==> src/rtl/xor_mismatch_monitor_if.sv <==
// Bundle of the comparator-side sample stream and the monitor's status outputs.
// The master drives samples and clear; the slave (the monitor) returns its status.
interface xor_mismatch_monitor_if #(
  parameter int CNT_W = 8
);

  logic             clear;
  logic             in_valid;
  logic             in_bit;
  logic             alarm;
  logic             alarm_rise;
  logic [CNT_W-1:0] run_len;
  logic [CNT_W-1:0] ones_total;
  logic             parity;

  modport master (
    output clear,
    output in_valid,
    output in_bit,
    input  alarm,
    input  alarm_rise,
    input  run_len,
    input  ones_total,
    input  parity
  );

  modport slave (
    input  clear,
    input  in_valid,
    input  in_bit,
    output alarm,
    output alarm_rise,
    output run_len,
    output ones_total,
    output parity
  );

endinterface

==> src/rtl/xor_mismatch_monitor.sv <==
// Watches the registered XOR mismatch bit: raises a sticky alarm after a run of
// mismatches, releases it after a run of matches, and keeps totals and parity.
module xor_mismatch_monitor #(
  parameter int RUN_THRESH = 4,
  parameter int CLR_LEN    = 3,
  parameter int CNT_W      = 8
) (
  input  logic                  clk,
  input  logic                  areset_n,
  xor_mismatch_monitor_if.slave mon
);

  localparam logic [1:0] S_IDLE  = 2'd0;
  localparam logic [1:0] S_RUN   = 2'd1;
  localparam logic [1:0] S_ALARM = 2'd2;
  localparam logic [1:0] S_COOL  = 2'd3;

  localparam int               ZW       = $clog2(CLR_LEN + 1);
  localparam logic [CNT_W-1:0] CNT_MAX  = '1;
  localparam logic [CNT_W-1:0] THRESH   = CNT_W'(RUN_THRESH);
  localparam logic [ZW-1:0]    ZLIM     = ZW'(CLR_LEN);

  logic [1:0]       state_q,      state_nxt;
  logic [ZW-1:0]    zcnt_q,       zcnt_nxt;
  logic [CNT_W-1:0] run_len_q,    run_len_nxt;
  logic [CNT_W-1:0] ones_total_q, ones_total_nxt;
  logic             parity_q,     parity_nxt;
  logic             alarm_q,      alarm_nxt;
  logic             alarm_rise_q;
  logic [ZW-1:0]    zcnt_inc;

  assign zcnt_inc = zcnt_q + ZW'(1);

  // Datapath counters: both counters saturate instead of wrapping, so a very
  // long run keeps meeting the threshold and the alarm cannot drop by overflow.
  always_comb begin
    run_len_nxt    = run_len_q;
    ones_total_nxt = ones_total_q;
    parity_nxt     = parity_q;
    if (mon.in_valid) begin
      if (mon.in_bit) begin
        if (run_len_q != CNT_MAX) begin
          run_len_nxt = run_len_q + CNT_W'(1);
        end
        if (ones_total_q != CNT_MAX) begin
          ones_total_nxt = ones_total_q + CNT_W'(1);
        end
        parity_nxt = ~parity_q;
      end else begin
        run_len_nxt = '0;
      end
    end
  end

  // Alarm FSM; the threshold test uses the post-increment run length so the
  // alarm appears right after the edge that samples the qualifying 1.
  always_comb begin
    state_nxt = state_q;
    zcnt_nxt  = zcnt_q;
    if (mon.in_valid) begin
      case (state_q)
        S_IDLE: begin
          if (mon.in_bit) begin
            state_nxt = (run_len_nxt >= THRESH) ? S_ALARM : S_RUN;
          end
        end
        S_RUN: begin
          if (!mon.in_bit) begin
            state_nxt = S_IDLE;
          end else if (run_len_nxt >= THRESH) begin
            state_nxt = S_ALARM;
          end
        end
        S_ALARM: begin
          if (!mon.in_bit) begin
            if (CLR_LEN == 1) begin
              state_nxt = S_IDLE;
              zcnt_nxt  = '0;
            end else begin
              state_nxt = S_COOL;
              zcnt_nxt  = ZW'(1);
            end
          end
        end
        default: begin
          if (mon.in_bit) begin
            state_nxt = S_ALARM;
            zcnt_nxt  = '0;
          end else if (zcnt_inc >= ZLIM) begin
            state_nxt = S_IDLE;
            zcnt_nxt  = '0;
          end else begin
            zcnt_nxt  = zcnt_inc;
          end
        end
      endcase
    end
  end

  assign alarm_nxt = (state_nxt == S_ALARM) || (state_nxt == S_COOL);

  // State registers; clear behaves like reset and discards a coincident sample.
  always_ff @(posedge clk or negedge areset_n) begin
    if (!areset_n) begin
      state_q      <= S_IDLE;
      zcnt_q       <= '0;
      run_len_q    <= '0;
      ones_total_q <= '0;
      parity_q     <= 1'b0;
      alarm_q      <= 1'b0;
      alarm_rise_q <= 1'b0;
    end else if (mon.clear) begin
      state_q      <= S_IDLE;
      zcnt_q       <= '0;
      run_len_q    <= '0;
      ones_total_q <= '0;
      parity_q     <= 1'b0;
      alarm_q      <= 1'b0;
      alarm_rise_q <= 1'b0;
    end else begin
      state_q      <= state_nxt;
      zcnt_q       <= zcnt_nxt;
      run_len_q    <= run_len_nxt;
      ones_total_q <= ones_total_nxt;
      parity_q     <= parity_nxt;
      alarm_q      <= alarm_nxt;
      alarm_rise_q <= alarm_nxt & ~alarm_q;
    end
  end

  assign mon.alarm      = alarm_q;
  assign mon.alarm_rise = alarm_rise_q;
  assign mon.run_len    = run_len_q;
  assign mon.ones_total = ones_total_q;
  assign mon.parity     = parity_q;

endmodule

==> src/flat_wrapper.sv <==
// flat-port wrapper written by rule: the top's interface ports become plain ports
module xor_mismatch_monitor_flat 
#(
  parameter int RUN_THRESH = 4,
  parameter int CLR_LEN    = 3,
  parameter int CNT_W      = 8
)
  (clk, areset_n, mon_clear, mon_in_valid, mon_in_bit, mon_alarm, mon_alarm_rise, mon_run_len, mon_ones_total, mon_parity);
  xor_mismatch_monitor_if #(.CNT_W(CNT_W)) mon_i ();
  input  logic clk;
  input  logic areset_n;
  input wire logic [$bits(mon_i.clear)-1:0] mon_clear;
  input wire logic [$bits(mon_i.in_valid)-1:0] mon_in_valid;
  input wire logic [$bits(mon_i.in_bit)-1:0] mon_in_bit;
  output wire logic [$bits(mon_i.alarm)-1:0] mon_alarm;
  output wire logic [$bits(mon_i.alarm_rise)-1:0] mon_alarm_rise;
  output wire logic [$bits(mon_i.run_len)-1:0] mon_run_len;
  output wire logic [$bits(mon_i.ones_total)-1:0] mon_ones_total;
  output wire logic [$bits(mon_i.parity)-1:0] mon_parity;
  assign mon_i.clear = mon_clear;
  assign mon_i.in_valid = mon_in_valid;
  assign mon_i.in_bit = mon_in_bit;
  assign mon_alarm = mon_i.alarm;
  assign mon_alarm_rise = mon_i.alarm_rise;
  assign mon_run_len = mon_i.run_len;
  assign mon_ones_total = mon_i.ones_total;
  assign mon_parity = mon_i.parity;
  xor_mismatch_monitor #(.RUN_THRESH(RUN_THRESH), .CLR_LEN(CLR_LEN), .CNT_W(CNT_W)) u_core (.clk(clk), .areset_n(areset_n), .mon(mon_i));
endmodule
==> config.mk <==
export PLATFORM = sky130hd
export DESIGN_NAME = xor_mismatch_monitor_flat
export DESIGN_NICKNAME = d
export VERILOG_FILES = /design/src/rtl/xor_mismatch_monitor_if.sv /design/src/rtl/xor_mismatch_monitor.sv /design/src/flat_wrapper.sv
export SDC_FILE = /design/constraint.sdc
export NUM_CORES = 1
export LEC_CHECK = 0
export BUFFER_PORTS_ARGS = -buffer_cell sky130_fd_sc_hd__buf_4
export CAP_MARGIN = 30
export CORE_ASPECT_RATIO = 0.9
export CORE_UTILIZATION = 54
export CTS_CLUSTER_DIAMETER = 40
export DETAILED_ROUTE_END_ITERATION = 10
export GPL_ROUTABILITY_DRIVEN = 0
export PLACE_DENSITY = 0.88
export SLEW_MARGIN = 20
export SYNTH_ARGS = -nofsm -noshare
export SYNTH_HDL_FRONTEND = slang
export SYNTH_SLANG_ARGS = --single-unit
==> constraint.sdc <==
create_clock -name clk -period 2.22 [get_ports clk]
set_input_delay 0.222 -clock clk [delete_from_list [all_inputs] [get_ports clk]]
set_output_delay 0.222 -clock clk [all_outputs]
set_load 0.03 [all_outputs]
==> metrics.txt, run 1 <==
vias in the first global route=1139; Die H=about 49 µm; most common cell in the netlist=dfrtp_1; part of the power in combinational logic=0.124; I/O Pins=24; status=finished clean; FP Rows=16; Clock transition at path regs=about 0.13 ns; critical path class=register to register; clock power share=0.265; final period utilization=0.926; root buffer cell=clkbuf_4; Lkg Pwr=0.000708 µW; pwr dens=461 nW/µm²; Post-Syn Area=1340 µm²; area of the multi-input gates=706 µm²; Main synth FF type=dfrtp_1; initial antenna violation count=0; Slew @ Worst Pin=around 0.56 ns; Synth top area share=0.430; CP endpoint kind=register; Total Die Area=between 2000 and 3000 µm²; global route overflow=0; worst min-delay path category=input port to register; Peak VDD IR=between 500 and 600 µV; global-route wire length before repair=about 4.8 mm; startpoint class of the critical path=register; max-slew violations=0; CTS buffer count=3; Reg area=between 500 and 600 µm²; unrepaired setup endpoints after global routing=false; Data arrival, critical path=roughly 2.3 ns; asr flop ratio synth=1.00; Routed WL=about 2.9 mm; clk_lat worst skew=0.30 ns; Syn-to-layout area delta=15.6%; via count=roughly 1200; number of port buffers=23; # DRC=0; Synth Net Count=144; Vias/cell=~6.3; Mapped Cells=around 140; Starting DRT DRC Count=36; Initial DRT Pass Iterations=4; Placeable Area=2260 µm²; Pwr Total=between 700 and 800 µW; Net Sw Frac=0.258; Seq pwr share=0.611; Routed WL per cell=15.4 µm; CTS tree=yes; Max-Cap Viols=0; Slew HR=0.629; min cycle time layout=approximately 2.1 ns; Worst Path Max Fanout=6; largest net degree at the start of global routing=24; total negative slack=0 ns; Critical Path RT=approximately 2.5 ns; fill cell count=approximately 190; Chip Width=roughly 54 µm; final hold violations=0; Tot GR Track Use=0.242; Synth Warn #=0; Post-synth EDFFs=0; H-tree depth=1; share of layout cells above drive strength 1=0.220; f_max=between 0.4 and 0.5 GHz; Mean Syn Cell Area=roughly 10 µm²; endpoints failing setup=0; ANT nets after route=0; clk sinks=23; nets@finish=approximately 170; DP HPWL=~2.0 mm; Longest Clk Path Bufs=2; Pint=between 500 and 600 µW; Worst Skew=0.0102 ns; Initial Util=0.591; synth cell count leaders=dfrtp_1, nor2_1, nand2_1; synth unique cells=46; ANT cells=0; NetSw=~180 µW; dominant cells by area after synthesis=dfrtp_1, nor2_1, xor2_1; flop and latch count out of synthesis=23; sequential share of the synthesized area=0.430; biggest area consumer among synthesized cells=dfrtp_1
critical path: stages (launching register included):
cell and delay, ns:
dfrtp_1 0.41, ha_1 0.27, and3_1 0.26, a211oi_1 0.31, o32ai_2 0.15, nor4b_4 0.36
o221a_1 0.23
registers in the layout, summed over array words and instances, names as in the netlist:
| register | count |
|---|---|
| u_core.state_q | 2 |
| u_core.mon.alarm | 1 |
| u_core.mon.run_len | 8 |
| u_core.mon.ones_total | 8 |
| u_core.mon.parity | 1 |
| u_core.mon.alarm_rise | 1 |
| u_core.zcnt_q | 2 |
power groups by stage:
| stage | Sequential (µW) | Combinational [µW] | Clock, µW |
|---|---|---|---|
| floorplan | 455 | 41.3 | 0 |
| global placement | 443 | 83.9 | 0 |
| detailed placement | 444 | 86.8 | 0 |
| CTS | 436 | 88.5 | 198 |
| global route | 437 | 95.9 | 219 |
| finish | 436 | 88.1 | 189 |
final cells by class:
class                      count  area share
timing repair buffer          26       0.128
multi-input combinational    104       0.456
tap                           27      0.0218
sequential                    23       0.372
clock buffer                   4      0.0170
inverter                       2     0.00485
cells by family (layout without fill, tap and decap cells):
logic type / Yosys count / count (layout) / synth area share
adders and majority gates: 2 / 2 / 0.0187
muxes: 1 / 1 / 0.00748
DFF: 23 / 23 / 0.430
and+or+nand+nor: 61 / 61 / 0.253
xor gates and xnor gates: 9 / 9 / 0.0589
buffers and inverters: 10 / 32 / 0.0421
AOI/OAI and AO/OA: 31 / 31 / 0.190
repair_timing:
item	CTS	global route
hold buffers	1	0
resized for setup	0	0
hold endpoints to repair	23	0
setup buffers	0	0
layer usage:
layer / GRT usage / vias up / part of all wire
met5: 0 / - / 0
met4: 0.0470 / 0 / 0.0077
met3: 0.0654 / 7 / 0.072
met2: 0.374 / 57 / 0.47
met1: 0.337 / 560 / 0.45
li1: - / 556 / -
through the flow:
step	util	area [µm²]	hold slack, ns	setup slack (ns)	instances
final	0.684	1550	0.242	0.164	186
after global routing	0.684	1550	0.221	0.0856	186
after CTS	0.684	1550	0.230	0.163	186
after detailed placement	0.668	1510	0.136	0.199	181
after global placement	0.668	1510	0.125	0.252	181
after floorplan	-	1340	-0.0736	0.121	137
layout by cell type, fill, tap and decap left out, types with 3 or more instances in the layout:
master and count:
nor3_1 6, and3_1 3, o21ai_1 5, nor2_1 17, nand2b_1 3, nand3_1 4
nand4_1 6, a21oi_1 5, xor2_1 7, a22oi_1 3, nand2_1 9, clkbuf_4 3
buf_4 25, dfrtp_1 23
path summary, 6_finish.rpt:
path,slack (ns),startpoint,cells past startpoint,endpoint
max,0.16,u_core.mon.run_len[0]$_DFF_PN0_,6,u_core.state_q[0]$_DFF_PN0_
min,0.24,mon_clear,2,u_core.mon.ones_total[3]$_DFFE_PN0P_
max reg2reg,0.16,u_core.mon.run_len[0]$_DFF_PN0_,6,u_core.state_q[0]$_DFF_PN0_
min reg2reg,0.44,u_core.mon.alarm$_DFF_PN0_,1,u_core.mon.alarm_rise$_DFF_PN0_
max in group asynchronous,1.66,areset_n,2,u_core.mon.ones_total[7]$_DFFE_PN0P_
min in group asynchronous,0.33,areset_n,2,u_core.state_q[0]$_DFF_PN0_
No activity file was read; power rests on OpenSTA's default activity.
==> run 2, diff against run 1 <==
Settings changed: CAP_MARGIN 30 to unset, CORE_UTILIZATION 54 to 48, PLACE_DENSITY 0.88 to 0.8.
==> metrics.txt, run 2 (synthesis results as in run 1) <==
status=finished, violations left; violated checks=DRC; Total Die Area=3000 µm² (+12%); largest net degree at the start of global routing=24 (unchanged); Final WS setup=0.155 ns (-0.00882 ns); I/O Pins=24 (unchanged); Initial DRT Pass Iterations=7 (+3); clk_lat worst skew=0.31 ns (about the same); dpl ws=0.135 ns (-0.0640 ns); Pwr Total=716 µW (+0.32%); Vias/cell=6.12 (-3.5%); unrepaired setup endpoints after global routing=false; Placeable Area=2550 µm² (+13%); Syn-to-layout area delta=16.2%; clock power share=0.269 (+0.004); total negative slack=0 ns (unchanged); WP depth=6 (unchanged); CTS tree=yes; NetSw=189 µW (+2.7%); endpoints failing setup=0 (unchanged); global route overflow=0 (unchanged); Lkg Pwr=0.000711 µW (+0.51%); global-route wire length before repair=4.92 mm (+2.1%); initial antenna violation count=0 (unchanged); CP Capture Point=u_core.state_q[0]$_DFF_PN0_; Cell Chain, Critical Path=ha_1 -> and3_1 -> a211oi_2 -> o32ai_2 -> nor4b_4 -> o221a_1; Net Sw Frac=0.264 (+0.00604); f_max=0.484 GHz (-0.43%); pwr dens=461 nW/µm² (-0.16%); max-slew violations=0 (unchanged); Chip Width=57.6 µm (+5.8%); critical path startpoint=u_core.mon.run_len[0]$_DFF_PN0_; root buffer cell=clkbuf_4; CP peak stage delay=0.40 ns (about the same); share of layout cells above drive strength 1=0.233 (+0.0126); Initial Util=0.524 (-0.0672); min cycle time layout=2.07 ns (+0.00882 ns); Clock transition at path regs=0.13 ns (about the same); Peak VDD IR=305 µV (-46%); part of the power in combinational logic=0.122 (-0.002); Max-Cap Viols=0 (unchanged); fill cell count=217 (+17%); vias in the first global route=1075 (-5.6%); worst min-delay path category=input port to register; cells on worst reg2reg path=6 (unchanged); Die H=52.1 µm (+5.8%); ANT cells=0 (unchanged); Worst Path Max Fanout=6 (unchanged); Worst Skew=0.00722 ns (-0.00298 ns); Crit path max-delay family=simple AND/OR/NAND/NOR gates; worst reg2reg endpoint=u_core.state_q[0]$_DFF_PN0_; Data arrival, critical path=2.32 ns (about the same); Seq pwr share=0.609 (-0.002); most frequent cells in the layout=buf_4, dfrtp_1, nor2_1, nand2_1, xor2_1; Crit path buffers/inverters=0 (unchanged); nets@finish=167 (unchanged); Routed WL per cell=15.0 µm (-2.2%); final hold violations=0 (unchanged); CP endpoint kind=register; Post-CTS Setup Bufs=0 (unchanged); Slew HR=0.651 (+0.0219); ANT nets after route=0 (unchanged); final period utilization=0.930 (+0.00397); H-tree depth=1 (unchanged); WHS Path Cells=3 (+1); Slew @ Worst Pin=0.522 ns (-0.0334 ns); FF-to-FF Start=u_core.mon.run_len[0]$_DFF_PN0_; startpoint class of the critical path=register; Pint=527 µW (-0.49%); number of port buffers=23 (unchanged); Critical-path top delay cell=dfrtp_1; # DRC=1 (+1); Tot GR Track Use=0.217 (-0.0247); critical path class=register to register; Critical Path RT=2.47 ns (about the same); DP HPWL=2.00 mm (about the same); Routed WL=2.81 mm (-1.6%); via count=1145 (-3.0%); Longest Clk Path Bufs=2 (unchanged); Starting DRT DRC Count=48 (+33%); FP Rows=17 (+1); commonest non-fill, non-tap cell in the layout=buf_4; clk sinks=23 (unchanged); flop-to-flop setup slack=0.15 ns (about the same); CTS buffer count=3 (unchanged)
[run 2: layout make-up]
type	instances	area, µm²	area share
Clock buffer	3	22.5	0.0145
Clock inverter	1	5.00	0.00322
Inverter	2	7.51	0.00483
Multi-Input combinational cell	104	711	0.457
Sequential cell	23	576	0.370
Tap cell	28	35.0	0.0225
Timing Repair Buffer	26	198	0.127
[run 2: power groups by stage]
| stage | combinational, µW | sequential (µW) | clock (µW) |
|---|---|---|---|
| after floorplan | 41.3 | 455 | 0 |
| after global placement | 84.7 | 443 | 0 |
| after detailed placement | 86.0 | 444 | 0 |
| after CTS | 87.8 | 436 | 203 |
| after global routing | 98.1 | 437 | 222 |
| final | 87.6 | 436 | 192 |
[run 2: what timing repair did]
item	CTS	global route
endpoints found under the setup margin	0	2
hold endpoints to repair	23	0
gates resized for setup	0	1
hold buffers	1	0
[run 2: stage by stage]
stage                     utilization  hold WS, ns  area [µm²]  cells
after detailed placement        0.592        0.132        1510    182
final                           0.609        0.239        1550    187
after CTS                       0.607        0.225        1550    187
after global placement          0.592        0.132        1510    182
after floorplan                     -      -0.0736        1340    137
after global routing            0.609        0.234        1550    187
[run 2: how the worst min path moves through the flow]
| stage | start | end | slack, ns |
|---|---|---|---|
| 2_1_floorplan | areset_n | u_core.mon.alarm$_DFF_PN0_ | -0.07 |
| 3_3_place_gp | areset_n | u_core.mon.alarm$_DFF_PN0_ | 0.13 |
| 3_5_place_dp | areset_n | u_core.mon.alarm$_DFF_PN0_ | 0.13 |
| 4_1_cts | mon_in_bit | u_core.mon.run_len[0]$_DFF_PN0_ | 0.22 |
| 5_1_grt | mon_in_bit | u_core.mon.run_len[1]$_DFF_PN0_ | 0.23 |
| 6_report | mon_in_bit | u_core.mon.run_len[4]$_DFF_PN0_ | 0.24 |
[run 2: layer usage]
layer	GRT usage	wire length, µm
met5	0	0
met2	0.329	1310
met1	0.299	1300
met4	0.0976	46
met3	0.0448	147
[run 2: worst reg2reg max path, delay by kind of cell (launching register included)]
family                   cells  cell delay, ns
adder cells (fa/ha/maj)      1            0.28
AO/OA/AOI/OAI                3            0.66
AND/OR/NAND/NOR              2            0.67
flip-flops                   1            0.40
==> run 3, diff against run 2 <==
Settings changed: PLACE_DENSITY 0.8 to 0.7.
==> metrics.txt, run 3 (synthesis results as in run 1) <==
Data arrival, critical path=2.36 ns (+0.04 ns); vias in the first global route=1018 (-5.3%); largest net degree at the start of global routing=24 (unchanged); I/O Pins=24 (unchanged); Cell Chain, Critical Path=ha_1 -> and3_1 -> a211oi_1 -> o32ai_2 -> nor4b_4 -> o221a_1; Seq pwr share=0.601 (-0.008); nets@finish=167 (unchanged); NetSw=197 µW (+4.2%); Initial Util=0.524 (unchanged); via count=1118 (-2.4%); Peak VDD IR=428 µV (+40%); startpoint class of the critical path=register; final hold violations=0 (unchanged); fill cell count=224 (+3.2%); Syn-to-layout area delta=16.0%; clock power share=0.278 (+0.009); initial antenna violation count=0 (unchanged); Max-Cap Viols=0 (unchanged); dpl ws=0.147 ns (+0.0119 ns); part of the power in combinational logic=0.120 (-0.002); total negative slack=0 ns (unchanged); share of layout cells above drive strength 1=0.226 (-0.00629); Routed WL per cell=14.6 µm (-3.1%); ANT cells=0 (unchanged); Placeable Area=2550 µm² (unchanged); Worst Skew=0.00317 ns (-0.00404 ns); f_max=0.479 GHz (-1.1%); Vias/cell=5.98 (-2.4%); Slew HR=0.629 (-0.0218); Critical Path RT=2.49 ns (+0.02 ns); Starting DRT DRC Count=39 (-19%); unrepaired setup endpoints after global routing=false; final period utilization=0.940 (+0.0102); Routed WL=2.72 mm (-3.1%); # DRC=0 (-1); H-tree depth=1 (unchanged); Final WS setup=0.132 ns (-0.0227 ns); dpl cells=182 (unchanged); Resized cells post-CTS=0 (unchanged); critical path class=register to register; Slew @ Worst Pin=0.555 ns (+0.0332 ns); Finished Layout Cells=187 (unchanged); pwr dens=467 nW/µm² (+1.5%); FP Rows=17 (unchanged); Clock transition at path regs=0.13 ns (about the same); Worst Path Max Fanout=6 (unchanged); global-route wire length before repair=4.82 mm (-2.1%); Chip Width=57.6 µm (unchanged); area of the multi-input gates=706 µm² (-0.70%); CP endpoint kind=register; Pint=528 µW (+0.27%); most frequent cells in the layout=buf_4, dfrtp_1, nor2_1, nand2_1, xor2_1; Total Die Area=3000 µm² (unchanged); Initial DRT Pass Iterations=4 (-3); Die H=52.1 µm (unchanged); CTS tree=yes; number of port buffers=23 (unchanged); CTS buffer count=3 (unchanged); Reg area=576 µm² (unchanged); worst min-delay path category=input port to register; Net Sw Frac=0.271 (+0.00746); Tot GR Track Use=0.213 (-0.00376); clk_lat worst skew=0.32 ns (about the same); clk sinks=23 (unchanged); ANT nets after route=0 (unchanged); endpoints failing setup=0 (unchanged); Longest Clk Path Bufs=2 (unchanged); max-slew violations=0 (unchanged); global route overflow=0 (unchanged); commonest non-fill, non-tap cell in the layout=buf_4; CP peak stage delay=0.41 ns (about the same); root buffer cell=clkbuf_4; Lkg Pwr=0.000707 µW (-0.66%); DP HPWL=1.98 mm (-0.97%); status=finished clean; min cycle time layout=2.09 ns (+0.0227 ns); Critical-path top delay cell=dfrtp_1
## run 3: final timing paths
path	cells past startpoint	slack, ns	to	startpoint
min	3	0.22	u_core.mon.run_len[1]$_DFF_PN0_	mon_in_bit
min reg2reg	1	0.46	u_core.mon.alarm_rise$_DFF_PN0_	u_core.mon.alarm$_DFF_PN0_
min in group asynchronous	2	0.31	u_core.mon.run_len[7]$_DFF_PN0_	areset_n
max in group asynchronous	2	1.68	u_core.mon.run_len[0]$_DFF_PN0_	areset_n
max reg2reg	6	0.13	u_core.state_q[0]$_DFF_PN0_	u_core.mon.run_len[0]$_DFF_PN0_
max	6	0.13	u_core.state_q[0]$_DFF_PN0_	u_core.mon.run_len[0]$_DFF_PN0_
## run 3: metal layers
metal,GRT usage,vias up,share of wire
li1,-,556,-
met1,0.300,530,0.50
met2,0.322,28,0.44
met3,0.0572,4,0.051
met4,0.0610,0,0.0095
met5,0,-,0
## run 3: what timing repair did
item / in CTS / in global routing
buffers inserted: 0 / 0
endpoints found under the hold margin: 23 / 0
hold buffers: 1 / 0
## run 3: stage by stage
stage	hold WS (ns)	cell area [µm²]	power, µW	util
detailed placement	0.134	1510	530	0.592
CTS	0.214	1550	735	0.608
finish	0.222	1550	725	0.608
floorplan	-0.0736	1340	496	-
global route	0.234	1550	762	0.608
global placement	0.134	1510	529	0.592
## run 3: worst max-delay path, delay by kind of cell, from the launching register on
family / cells / cell delay, ns
AOI/OAI and AO/OA: 3 / 0.71
adders and majority gates: 1 / 0.27
DFF: 1 / 0.41
and+or+nand+nor: 2 / 0.65
## run 3: final cells by class
| cell class | count | share of cell area |
|---|---|---|
| inverter | 2 | 0.00484 |
| clock inverter | 1 | 0.00484 |
| multi-input combinational | 104 | 0.455 |
| clock buffer | 3 | 0.0145 |
| timing repair buffer | 26 | 0.127 |
| tap | 28 | 0.0226 |
| sequential | 23 | 0.371 |
## run 3: power by group through the flow
stage | Clock, µW | Sequential (µW) | Combinational (µW)
finish | 202 | 436 | 87.3
global route | 227 | 438 | 96.8
CTS | 211 | 436 | 88.2
detailed placement | 0 | 444 | 86.5
global placement | 0 | 443 | 86.0
floorplan | 0 | 455 | 41.3
